==> config.mk <==
export PLATFORM = sky130hd
export DESIGN_NAME = esfa_cell_sequencer
export DESIGN_NICKNAME = d
export VERILOG_FILES = /design/src/rtl/esfa_pkg.sv /design/src/rtl/esfa_prio_enc.sv /design/src/rtl/esfa_cell_sequencer.sv
export SDC_FILE = /design/constraint.sdc
export NUM_CORES = 1
export LEC_CHECK = 0
export CAP_MARGIN = 20
export CORE_ASPECT_RATIO = 0.7
export CORE_MARGIN = 4
export CORE_UTILIZATION = 26
export DETAILED_ROUTE_END_ITERATION = 16
export PLACE_DENSITY = 0.56
export SLEW_MARGIN = 25
export SYNTH_ARGS = -nofsm -noshare
export SYNTH_HDL_FRONTEND = slang
export SYNTH_HIERARCHICAL = 1
export SYNTH_SLANG_ARGS = --single-unit
==> constraint.sdc <==
create_clock -name clk -period 2.5 [get_ports clk]
set_input_delay 0.25 -clock clk [delete_from_list [all_inputs] [get_ports clk]]
set_output_delay 0.25 -clock clk [all_outputs]
set_load 0.01 [all_outputs]
==> src/rtl/esfa_pkg.sv <==
// Shared opcodes, cell broadcast selectors and sequencer state encoding
// for the ESFA host-side cell controller.
package esfa_pkg;

  localparam logic [1:0] OP_LOOKUP = 2'd0;
  localparam logic [1:0] OP_INSERT = 2'd1;
  localparam logic [1:0] OP_ENCODE = 2'd2;
  localparam logic [1:0] OP_RANK   = 2'd3;

  localparam logic [7:0] SEL_UPDATE  = 8'd0;
  localparam logic [7:0] SEL_LOOKUP  = 8'd1;
  localparam logic [7:0] SEL_ENCODE  = 8'd2;
  localparam logic [7:0] SEL_CONGRUP = 8'd3;
  localparam logic [7:0] SEL_CONGRDN = 8'd4;
  localparam logic [7:0] SEL_AVAIL   = 8'd5;
  localparam logic [7:0] SEL_ENRANK  = 8'd6;
  localparam logic [7:0] SEL_DEBUG   = 8'd7;

  typedef enum logic [2:0] {
    ST_IDLE   = 3'd0,
    ST_ISSUE  = 3'd1,
    ST_CAPT   = 3'd2,
    ST_WISSUE = 3'd3,
    ST_WCAPT  = 3'd4
  } state_t;

endpackage

==> src/rtl/esfa_prio_enc.sv <==
// Lowest-index-wins priority encoder over the per-cell match bits; also
// flags when more than one cell responded.
module esfa_prio_enc #(
  parameter int N_CELLS = 8
) (
  input  logic [N_CELLS-1:0] cell_bool,
  output logic               any,
  output logic               multi,
  output logic [7:0]         idx
);

  always_comb begin
    any   = |cell_bool;
    // Clearing the lowest set bit leaves something only if two or more were set.
    multi = |(cell_bool & (cell_bool - N_CELLS'(1)));
    idx   = 8'd0;
    for (int k = N_CELLS - 1; k >= 0; k--) begin
      if (cell_bool[k]) idx = 8'(k);
    end
  end

endmodule

==> src/rtl/esfa_cell_sequencer.sv <==
// Host-side ESFA controller: drives the shared cell broadcast bus for one
// request at a time and resolves the per-cell returns into a response.
module esfa_cell_sequencer
  import esfa_pkg::*;
#(
  parameter int N_CELLS = 8,
  parameter int W       = 8
) (
  input  logic                 clk,
  input  logic                 reset,
  input  logic                 req_valid,
  output logic                 req_ready,
  input  logic [1:0]           req_op,
  input  logic [W-1:0]         req_addr,
  input  logic [W-1:0]         req_index,
  input  logic [W-1:0]         req_value,
  output logic                 resp_valid,
  output logic                 resp_hit,
  output logic                 resp_multi,
  output logic [W-1:0]         resp_handle,
  output logic [W-1:0]         resp_data,
  output logic [W-1:0]         resp_ctx,
  output logic [7:0]           cell_sel,
  output logic [W-1:0]         cell_index,
  output logic [W-1:0]         cell_value,
  output logic [W-1:0]         cell_meta,
  output logic                 cell_is_meta,
  input  logic [N_CELLS-1:0]   cell_bool,
  input  logic [N_CELLS*W-1:0] cell_result,
  input  logic [N_CELLS*W-1:0] cell_context
);

  state_t state, next_state;

  logic [1:0]   op_p0;
  logic [W-1:0] addr_p0;
  logic [W-1:0] index_p0;
  logic [W-1:0] value_p0;
  logic [7:0]   h_p1;

  logic         enc_any;
  logic         enc_multi;
  logic [7:0]   enc_idx;
  logic [W-1:0] enc_res, enc_ctx, h_res, h_ctx;
  logic [N_CELLS-1:0] h_onehot;
  logic         accept;

  esfa_prio_enc #(.N_CELLS(N_CELLS)) u_enc (
    .cell_bool (cell_bool),
    .any       (enc_any),
    .multi     (enc_multi),
    .idx       (enc_idx)
  );

  // Cell-return slices for the encoder winner and for the written handle.
  always_comb begin
    enc_res  = '0;
    enc_ctx  = '0;
    h_res    = '0;
    h_ctx    = '0;
    h_onehot = '0;
    for (int k = 0; k < N_CELLS; k++) begin
      if (8'(k) == enc_idx) begin
        enc_res = cell_result[k*W +: W];
        enc_ctx = cell_context[k*W +: W];
      end
      if (8'(k) == h_p1) begin
        h_res       = cell_result[k*W +: W];
        h_ctx       = cell_context[k*W +: W];
        h_onehot[k] = 1'b1;
      end
    end
  end

  assign accept = req_valid && req_ready;

  always_ff @(posedge clk) begin
    if (reset) state <= ST_IDLE;
    else       state <= next_state;
  end

  always_comb begin
    next_state = state;
    case (state)
      ST_IDLE:   if (accept) next_state = ST_ISSUE;
      ST_ISSUE:  next_state = ST_CAPT;
      ST_CAPT:   next_state = (op_p0 == OP_INSERT && enc_any) ? ST_WISSUE : ST_IDLE;
      ST_WISSUE: next_state = ST_WCAPT;
      ST_WCAPT:  next_state = ST_IDLE;
      default:   next_state = ST_IDLE;
    endcase
  end

  always_comb begin
    req_ready    = (state == ST_IDLE) && !reset;
    cell_sel     = SEL_AVAIL;
    cell_is_meta = 1'b0;
    cell_index   = '0;
    cell_value   = '0;
    cell_meta    = '0;
    case (state)
      ST_ISSUE: begin
        case (op_p0)
          OP_LOOKUP: begin
            cell_sel     = SEL_LOOKUP;
            cell_meta    = addr_p0;
            cell_index   = index_p0;
            cell_is_meta = 1'b1;
          end
          OP_ENCODE: begin
            cell_sel     = SEL_ENCODE;
            cell_meta    = addr_p0;
            cell_is_meta = 1'b1;
          end
          OP_RANK: begin
            cell_sel     = SEL_ENRANK;
            cell_meta    = addr_p0;
            cell_is_meta = 1'b1;
          end
          default: cell_sel = SEL_AVAIL;
        endcase
      end
      ST_WISSUE: begin
        cell_sel     = SEL_UPDATE;
        cell_meta    = W'(h_p1);
        cell_index   = index_p0;
        cell_value   = value_p0;
        cell_is_meta = 1'b1;
      end
      default: ;
    endcase
  end

  // Stage p0: request latch; stage p1: free handle from the INSERT scan.
  always_ff @(posedge clk) begin
    if (accept) begin
      op_p0    <= req_op;
      addr_p0  <= req_addr;
      index_p0 <= req_index;
      value_p0 <= req_value;
    end
    if (state == ST_CAPT && op_p0 == OP_INSERT && enc_any) h_p1 <= enc_idx;
  end

  // Response register: strobe for one cycle, fields hold until the next one.
  always_ff @(posedge clk) begin
    if (reset) begin
      resp_valid  <= 1'b0;
      resp_hit    <= 1'b0;
      resp_multi  <= 1'b0;
      resp_handle <= '0;
      resp_data   <= '0;
      resp_ctx    <= '0;
    end else begin
      resp_valid <= 1'b0;
      if (state == ST_CAPT && op_p0 != OP_INSERT) begin
        resp_valid  <= 1'b1;
        resp_hit    <= enc_any;
        resp_multi  <= enc_multi;
        resp_handle <= enc_any ? W'(enc_idx) : '0;
        resp_data   <= enc_any ? enc_res : '0;
        resp_ctx    <= enc_any ? enc_ctx : '0;
      end else if (state == ST_CAPT && !enc_any) begin
        resp_valid  <= 1'b1;
        resp_hit    <= 1'b0;
        resp_multi  <= 1'b0;
        resp_handle <= '0;
        resp_data   <= '0;
        resp_ctx    <= '0;
      end else if (state == ST_WCAPT) begin
        resp_valid  <= 1'b1;
        resp_hit    <= (cell_bool == h_onehot);
        resp_multi  <= enc_multi;
        resp_handle <= W'(h_p1);
        resp_data   <= h_res;
        resp_ctx    <= h_ctx;
      end
    end
  end

endmodule

* Word level (Yosys, flattened, before mapping)
Cells that the tools add are included.
Widths: inputs -> output; s select.
** Word-level totals
- Flip-flop bits (word level) :: 64
- Bits of input ports :: 165
- Output and inout bits :: 61
** Operators by class
- Add/subtract/negate cells :: 1
- Equal/unequal tests :: 24
- Multiplexer cells :: 81
- Bitwise gates (word level) :: 1
- Reductions and logical operators :: 17
** Operators with widths (number)
- $mux 8 :: 47
- $eq 3x8->1 const A :: 8
- $eq 2x8->1 const A :: 4
- $pmux 8 s2 :: 2
- $mux 3 :: 9
- $mux 1 :: 18
- $eq 1x8->1 const A :: 2
- $logic_not 8->1 :: 2
- $reduce_or 8->1 :: 2
- $pmux 3 s4 :: 1
- $pmux 3 s3 :: 1
- $and 8x8->8 :: 1
- $eq 8x8->1 :: 1
- $sub 8x1->8 const B :: 1
- $logic_and 1x1->1 :: 7
- $eq 3x2->1 const B :: 2
- $pmux 3 s2 :: 1
- $eq 2x2->1 const B :: 2
- $eq 3x1->1 const B :: 1
- $eq 3x3->1 const B :: 1
- $logic_not 3->1 :: 1
- $reduce_bool 3->1 :: 1
- $reduce_or 3->1 :: 1
- $eq 2x1->1 const B :: 1
- 6 further kinds :: 7

* Depth between registers and ports, before layout
Gate-level depths: netlist of run 1.
- Word-level depth :: 19
- Mapped depth :: 12
- Mapped depth without buffers :: 9

* Hierarchy
The synthesis of run 1 kept the hierarchy.
** Modules (own cells, without submodules)
- esfa_cell_sequencer :: instances 1, cells each 491, area an instance 4707.0 um^2
- esfa_prio_enc :: instances 1, cells each 28, area an instance 188.9 um^2

* Worst setup path after synthesis of run 1
No wires, ideal clock.
- Path kind :: in2reg
- Start :: input port cell_bool[3]
- End :: register resp_ctx[4]
- Setup time :: 0.127 ns
- Arrival time :: 2.075 ns
- Path slack :: 0.297 ns
- Cell stages on the path :: 7
- Path buffers :: 1
- Cell sequence :: or4_4 a21oi_1 or3b_4 or2_4 buf_6 o21ai_1 o21ai_1
** Between the ends
- Longest elaborated chain between the ends :: 15
** RTL lines
- start: declaration :: line esfa_cell_sequencer.sv:28 : input logic [N_CELLS-1:0] cell_bool,
- $mux 3 * (4 in a row) :: line esfa_prio_enc.sv:18 : if (cell_bool[k]) idx = 8'(k);
- named net enc_idx[2] :: line esfa_cell_sequencer.sv:43 : logic [7:0] enc_idx;
- $logic_not 8->1 :: line esfa_cell_sequencer.sv:63 : if (8'(k) == enc_idx) begin
- $mux 8 (7 in a row) :: line esfa_cell_sequencer.sv:63
- $mux 8 * :: line esfa_cell_sequencer.sv:63
- $mux 8 * :: line esfa_cell_sequencer.sv:162 : resp_ctx <= enc_any ? enc_ctx : '0;
- $mux 8 * :: line esfa_cell_sequencer.sv:156 : if (state == ST_CAPT && op_p0 != OP_INSERT) begin
- end signal: assignment :: line esfa_cell_sequencer.sv:162
- end signal: assignment :: line esfa_cell_sequencer.sv:176 : resp_ctx <= h_ctx;
- end: declaration :: line esfa_cell_sequencer.sv:22 : output logic [W-1:0] resp_ctx,
Mark *: on every way through the listed nets, which the timed path passes. The rest lies on a longest branch.
A chain may end at the register's enable or synchronous reset.

* Final worst setup path of run 1
- Start :: input port cell_bool[3]
- End :: register resp_handle[5]
** Between the ends
- Longest elaborated chain between the ends :: 5
** RTL lines
- $reduce_or 8->1 * :: line esfa_prio_enc.sv:13 : any = |cell_bool;
- named net enc_any :: line esfa_cell_sequencer.sv:41 : logic enc_any;
- $logic_not 1->1 * :: line esfa_cell_sequencer.sv:163 : end else if (state == ST_CAPT && !enc_any) begin
- $logic_and 1x1->1 * :: line esfa_cell_sequencer.sv:163
- $mux 8 :: line esfa_cell_sequencer.sv:163
- $mux 8 :: line esfa_cell_sequencer.sv:156
- end signal: assignment :: line esfa_cell_sequencer.sv:160 : resp_handle <= enc_any ? W'(enc_idx) : '0;
- end signal: assignment :: line esfa_cell_sequencer.sv:174 : resp_handle <= W'(h_p1);
- end: declaration :: line esfa_cell_sequencer.sv:20 : output logic [W-1:0] resp_handle,
Marked as above.

==> results of run 1 <==
==> routing by layer <==
layer	GRT usage	routed length, µm	vias to the layer above
met3	0.0457	2180	26
li1	-	-	2519
met2	0.276	9180	328
met5	0	0	-
met4	0.0535	367	0
met1	0.303	9740	2615
==> cells by family after synthesis <==
| family | count (synthesis) | synth area share |
|---|---|---|
| AND/OR/NAND/NOR | 163 | 0.169 |
| multiplexers | 64 | 0.211 |
| adder cells (fa/ha/maj) | 1 | 0.00204 |
| other | 2 | 0.00153 |
| buffers and inverters | 60 | 0.0621 |
| AO/OA/AOI/OAI | 165 | 0.223 |
| flip-flops | 64 | 0.331 |
==> registers in the layout (all words and copies together), names as in the netlist <==
signal / flops
addr_p0: 8
h_p1: 8
index_p0: 8
op_p0: 2
resp_ctx: 8
resp_data: 8
resp_handle: 8
resp_hit: 1
resp_multi: 1
resp_valid: 1
state: 3
value_p0: 8
==> report_power, final <==
part	leakage [nW]	switching, W	internal [W]
clock network	0.152	0.000480	0.000872
registers	0.556	0.0000175	0.00115
logic	2.04	0.000331	0.000478
total	2.75	0.000829	0.00249
==> worst min-delay path by stage <==
stage,cells after the start,end,from
CTS,1,index_p0[6]$_DFFE_PP_,req_index[6]
detailed placement,2,resp_ctx[2]$_SDFFE_PP0P_,resp_ctx[2]$_SDFFE_PP0P_
floorplan,0,addr_p0[0]$_DFFE_PP_,req_addr[0]
finish,1,value_p0[3]$_DFFE_PP_,req_value[3]
global route,1,index_p0[7]$_DFFE_PP_,req_index[7]
global placement,2,resp_ctx[2]$_SDFFE_PP0P_,resp_ctx[2]$_SDFFE_PP0P_
==> synthesized netlist by cell type, types with 3 or more instances <==
master and number:
o221ai_1 3, a22o_1 7, nor4_1 4, buf_6 3, a2111oi_0 15, o32a_1 3, mux2i_1 3, a221oi_1 8
mux4_2 28, nor3_1 23, and2_1 11, nor3b_1 3, o21ai_0 17, buf_1 3, buf_2 12, nor2b_1 6
o22ai_1 33, a21oi_1 28, nand3_1 15, clkbuf_1 25, or2_2 3, mux2_2 33, edfxtp_1 34, and3_1 11
buf_4 11, dfxtp_1 30, nand4_1 3, inv_1 6, o21ai_1 29, nand2_1 13, a311oi_1 3, nand2b_1 8
nor2_1 56
==> final cells by class <==
class	instances	area, µm²
antenna	1	2.50
clock buffer	9	225
clock inverter	7	93.8
fill	1742	10300
inverter	6	22.5
multi-input combinational	403	3040
sequential	64	1620
tap	236	295
timing repair buffer	280	2690
==> placed cells by master, fill, tap and decap left out, drive strengths merged, types with 7 or more instances in the layout <==
cell           netlist  final
clkbuf              25      9
edfxtp              34     34
a22o                 7      7
inv                  6      7
o21ai               47     47
nand2b               8      8
buf                 29     60
mux4                28     28
a221oi               8      8
a2111oi             16     16
nor2                56     56
nor3                23     23
and3                11     11
dfxtp               30     30
o22ai               33     33
nand3               15     15
mux2                33     33
clkdlybuf4s50        0    220
a21oi               28     28
and2                11     11
nand2               13     13
conb                 2     10
==> worst max-delay path, delay by kind of cell <==
kind | cells | cell delay [ns]
AOI/OAI and AO/OA | 2 | 0.37
buffers and inverters | 2 | 0.60
and+or+nand+nor | 6 | 1.44
==> timing repair <==
| item | 4_1_cts | 5_1_grt |
|---|---|---|
| setup endpoints to repair | 0 | 21 |
| setup buffers | 0 | 0 |
| resized for setup | 0 | 6 |
==> through the flow <==
step	setup slack, ns	hold WS [ns]	std cells	TNS [ns]	instance area (µm²)
2_1_floorplan	0.297	0.349	527	0	4930
3_3_place_gp	-0.180	0.457	989	-2.26	7650
3_5_place_dp	-0.249	0.462	989	-3.26	7650
4_1_cts	0.0630	0.462	1005	0	7970
5_1_grt	0.00449	0.462	1006	0	8000
6_report	0.0698	0.472	1006	0	8000
==> results by group, run 1 <==
Detailed routing
  • Drt drc: 0
  • Detail Route Antenna Nets: 0
  • Pre-antenna DRT Iters: 5
  • Routed wire length: 21.5 mm
  • Vias: 5,488
  • Routed wire per std cell: 21.3 µm
  • Via-to-Cell Ratio: 5.46
  • Initial DRC Count: 694

Clocking
  • Depth of the CTS H-tree: 3
  • Clk slew on worst S/H paths: 0.06 ns
  • Bufs on Longest Clock Path: 2
  • Root buffer cell: clkbuf_16
  • Clk sinks: 64
  • Clock Latency Late Sink: 0.33 ns
  • Num CTS Buffers: 9
  • Hold bufs inserted after CTS: 0
  • CTS tree: built

Global routing
  • Largest net degree at the start of global routing: 27
  • First-pass GRT wire length: 31.9 mm
  • Congestion Overflow GR: 0
  • Global-route usage over all layers: 0.198
  • Vias in the first global route: 5,370
  • Initial antenna violation count: 1

Finish
  • Area grow syn2layout: 63.4%
  • Share of cells above drive strength 1: 0.202
  • Final Util: 0.438
  • Nets: 929

Critical path
  • Crit-path max cell delay: 0.59 ns
  • CP endpoint kind: flop
  • Crit path cell chain: clkdlybuf4s50_1 > or4_4 > nor3_1 > nand2_1 > nand3b_1 > a21oi_1 > or2_2 > a221oi_1 > buf_4 > nor3_1
  • Crit path top cell by count: nor3_1
  • Worst r2r dst: resp_data[7]$_SDFFE_PP0P_
  • CP required: 2.72 ns
  • Worst r2r src: h_p1[1]$_DFFE_PP_
  • CP Data Arrival Time: 2.65 ns
  • Slowest library cell on the worst path: or4_4
  • Reg2Reg Depth: 6
  • CP startpoint: cell_bool[3]
  • Reg2Reg Setup Slack: 0.39 ns
  • Peak fanout along the critical path: 11
  • Worst setup path end: resp_handle[5]$_SDFFE_PP0P_
  • WS Path Type: input pin to flop
  • CP startpoint kind: input pin

Status
  • Outcome: finished clean

STA
  • Worst slew margin: 0.525
  • Unrepaired setup endpoints after global routing: false
  • Worst-Margin Slew: 0.711 ns
  • Final critical-path required period: 2.43 ns
  • Final setup fails: 0
  • Max Clock Skew: 0.00460 ns
  • Hold Fails Final Rpt: 0
  • Max Freq: 0.411 GHz
  • Max Slew Vio Count: 0
  • Post-route clock period utilization: 0.972

Place
  • Final HPWL DP: 17.3 mm
  • Port Buf Inserts: 220
  • GP Congestion: 0.981

Pwr
  • Max VDD drop: 0.367 mV
  • Leakage: 2.75 nW
  • Power Density: 416 mW/mm²
  • Total chip power: 0.00332 W

Synthesis
  • Fraction of registers with async set/reset: 0
  • Netlist Area Pre-Place: 0.00490 mm²
  • EDFF count, synth: 34
  • Avg Inst Size Synth: 9.43 µm²
  • Sequential element share of the synthesized area: 0.331
  • Synthesis Warnings: 6
  • Number of synthesized register bits: 64
  • Yosys top cell area share: 0.209
  • Synthesized instance count: 519
  • Synth area leaders: edfxtp_1, mux4_2, dfxtp_1, mux2_2, nor2_1
  • Top_reg_cell synth: edfxtp_1
  • Netlist cell types: 53
  • Yosys top cell by area: edfxtp_1

Worst hold path
  • Hold crit path type: input pin to flop

Die
  • Initial Util: 0.268
  • Die area: 0.0211 mm²
  • Die Span X: 172 µm
  • Num ports: 226
  • Die height: 123 µm
  • Num rows: 41
  • Core Box Area: 0.0183 mm²

Job
  • Max_cap viols: 0
Power figures use the tool's default switching activity.
==> inputs of run 2 (changes only) <==
--- a/config.mk
+++ b/config.mk
@@ -5,12 +5,15 @@
 export SDC_FILE = /design/constraint.sdc
 export NUM_CORES = 1
 export LEC_CHECK = 0
+export ABC_CLOCK_PERIOD_IN_PS = 2500
 export CAP_MARGIN = 20
+export CELL_PAD_IN_SITES_DETAIL_PLACEMENT = 0
+export CELL_PAD_IN_SITES_GLOBAL_PLACEMENT = 1
 export CORE_ASPECT_RATIO = 0.7
 export CORE_MARGIN = 4
 export CORE_UTILIZATION = 26
 export DETAILED_ROUTE_END_ITERATION = 16
-export PLACE_DENSITY = 0.56
+export PLACE_DENSITY = 0.72
 export SLEW_MARGIN = 25
 export SYNTH_ARGS = -nofsm -noshare
 export SYNTH_HDL_FRONTEND = slang
==> run 2 against run 1 <==
Worst hold slack better by 0.0022 ns; largest power group unchanged; utilization hardly changed; non-clock buffer count is 3 lower.
==> results by group, run 2 (synthesis gave the netlist of run 1 again) <==
Global routing
  • Vias in the first global route: 5,479 (+2.0%)
  • Congestion Overflow GR: 0 (unchanged)
  • Global-route usage over all layers: 0.202 (+0.00447)
  • Largest net degree at the start of global routing: 29 (+7.4%)
  • First-pass GRT wire length: 32.5 mm (+2.0%)
  • Initial antenna violation count: 0 (-1)

STA
  • Max Slew Vio Count: 0 (unchanged)
  • Final TNS setup: 0 ns (unchanged)
  • Max Freq: 0.413 GHz (+0.40%)
  • Final setup fails: 0 (unchanged)
  • Unrepaired setup endpoints after global routing: true
  • Hold Fails Final Rpt: 0 (unchanged)
  • Final critical-path required period: 2.42 ns (-0.00980 ns)
  • Worst slew margin: 0.516 (-0.00818)
  • Final WS setup: 0.0796 ns (+0.00980 ns)
  • Worst-Margin Slew: 0.723 ns (+0.0122 ns)
  • Post-route clock period utilization: 0.968 (-0.00392)
  • Max Clock Skew: 0.00990 ns (+0.00529 ns)
  • Hold WS: 0.474 ns (+0.00216 ns)

Detailed routing
  • Via-to-Cell Ratio: 5.44 (-0.35%)
  • Routed wire per std cell: 21.6 µm (+1.2%)
  • Detail Route Antenna Nets: 0 (unchanged)
  • Routed wire length: 21.7 mm (+0.83%)
  • Drt drc: 0 (unchanged)
  • Vias: 5,447 (-0.75%)
  • Initial DRC Count: 461 (-34%)
  • Pre-antenna DRT Iters: 5 (unchanged)

Status
  • Outcome: finished clean

Finish
  • Most frequent cells in the layout: clkdlybuf4s50_1, nor2_1, buf_4, edfxtp_1
  • Area grow syn2layout: 63.5% (about the same)
  • Commonest non-fill, non-tap cell in the layout: clkdlybuf4s50_1
  • Ant. Diodes: 0 (-1)
  • Share of cells above drive strength 1: 0.197 (-0.00443)
  • Nets: 926 (-0.32%)

Place
  • Final HPWL DP: 17.7 mm (+2.3%)
  • Port Buf Inserts: 220 (unchanged)
  • GP Congestion: 0.853 (-13%)
  • Dpl ws: -0.231 ns (+0.0176 ns)

Clocking
  • Num CTS Buffers: 9 (unchanged)
  • Clk sinks: 64 (unchanged)
  • Hold bufs inserted after CTS: 0 (unchanged)
  • Setup bufs post-CTS: 0 (unchanged)
  • Depth of the CTS H-tree: 3 (unchanged)
  • CTS tree: built
  • Clk slew on worst S/H paths: 0.06 ns (about the same)
  • Clock Latency Late Sink: 0.34 ns (about the same)
  • Bufs on Longest Clock Path: 2 (unchanged)
  • Root buffer cell: clkbuf_16

Pwr
  • Clock network power share: 0.390 (-0.017)
  • Net Sw Frac: 0.246 (-0.00337)
  • Flop pwr share: 0.359 (+0.009)
  • Total chip power: 0.00324 W (-2.4%)
  • Leakage: 2.76 nW (+0.23%)
  • Power Density: 405 mW/mm² (-2.5%)
  • Int Power: 0.00244 W (-2.0%)
  • Logic pwr share: 0.251 (+0.008)
  • Max VDD drop: 0.344 mV (-6.1%)
  • Psw: 0.000798 W (-3.8%)

Critical path
  • WS Path Type: input pin to flop
  • CP required: 2.71 ns (about the same)
  • CP startpoint: cell_bool[3]
  • Worst r2r dst: resp_ctx[2]$_SDFFE_PP0P_
  • Peak fanout along the critical path: 11 (unchanged)
  • Reg2Reg Depth: 6 (unchanged)
  • Worst r2r src: h_p1[0]$_DFFE_PP_
  • CP startpoint kind: input pin
  • Worst setup path end: resp_handle[7]$_SDFFE_PP0P_
  • CP endpoint kind: flop
  • Reg2Reg Setup Slack: 0.42 ns (+0.03 ns)
  • CP Data Arrival Time: 2.63 ns (-0.02 ns)

Worst hold path
  • Worst hold start: req_index[3]
  • Hold crit path type: input pin to flop

Die
  • Die Span X: 172 µm (unchanged)
  • Initial Util: 0.268 (unchanged)
  • Die height: 123 µm (unchanged)
  • Die area: 0.0211 mm² (unchanged)
  • Num ports: 226 (unchanged)
  • Core Box Area: 0.0183 mm² (unchanged)
  • Num rows: 41 (unchanged)

Job
  • Max_cap viols: 0 (unchanged)
run 2: power by group through the flow:
stage / Combinational, W / Clock, W / Sequential [W]
6_report: 0.000814 / 0.00127 / 0.00116
5_1_grt: 0.000869 / 0.00134 / 0.00117
4_1_cts: 0.000801 / 0.00129 / 0.00116
3_5_place_dp: 0.000798 / 0 / 0.00118
3_3_place_gp: 0.000786 / 0 / 0.00118
2_1_floorplan: 0.000318 / 0 / 0.00118
run 2: metal layers:
metal | global-route usage | up-vias | wire [µm]
met5 | 0 | - | 0
met4 | 0.0560 | 0 | 437
met3 | 0.0412 | 24 | 1550
met2 | 0.308 | 224 | 9720
met1 | 0.292 | 2681 | 9940
li1 | - | 2518 | -
run 2: cell type report:
type / count / area, µm²
Clock inverter: 1 / 6.26
Tap cell: 236 / 295
Sequential cell: 64 / 1620
Fill cell: 1737 / 10300
Clock buffer: 15 / 299
Timing Repair Buffer: 277 / 2710
Inverter: 6 / 22.5
Multi-Input combinational cell: 403 / 3050
run 2: metrics by stage:
stage,util,cells,cell area (µm²)
detailed placement,0.420,986,7670
CTS,0.437,1002,7970
global placement,0.420,986,7670
global route,0.438,1002,8000
floorplan,-,527,4930
finish,0.438,1002,8000
run 2: repair_timing:
item,CTS,global route
gates resized for setup,0,7
hold endpoints to repair,0,0
endpoints found under the setup margin,0,23
run 2: critical path: stages:
cell and delay [ns]:
clkdlybuf4s50_1 0.44, or4_4 0.60, nor3_1 0.18, nand2_1 0.15
nand3b_1 0.13, a21oi_1 0.09, or2_2 0.40, a221oi_1 0.31
nor3_1 0.09
run 2: worst min path at each step:
stage	endpoint	slack [ns]	cells after the start
after detailed placement	resp_data[2]$_SDFFE_PP0P_	0.47	2
after floorplan	addr_p0[0]$_DFFE_PP_	0.35	0
after global placement	resp_multi$_SDFFE_PP0P_	0.45	2
after global routing	addr_p0[1]$_DFFE_PP_	0.47	1
final	index_p0[3]$_DFFE_PP_	0.47	1
after CTS	index_p0[7]$_DFFE_PP_	0.47	1
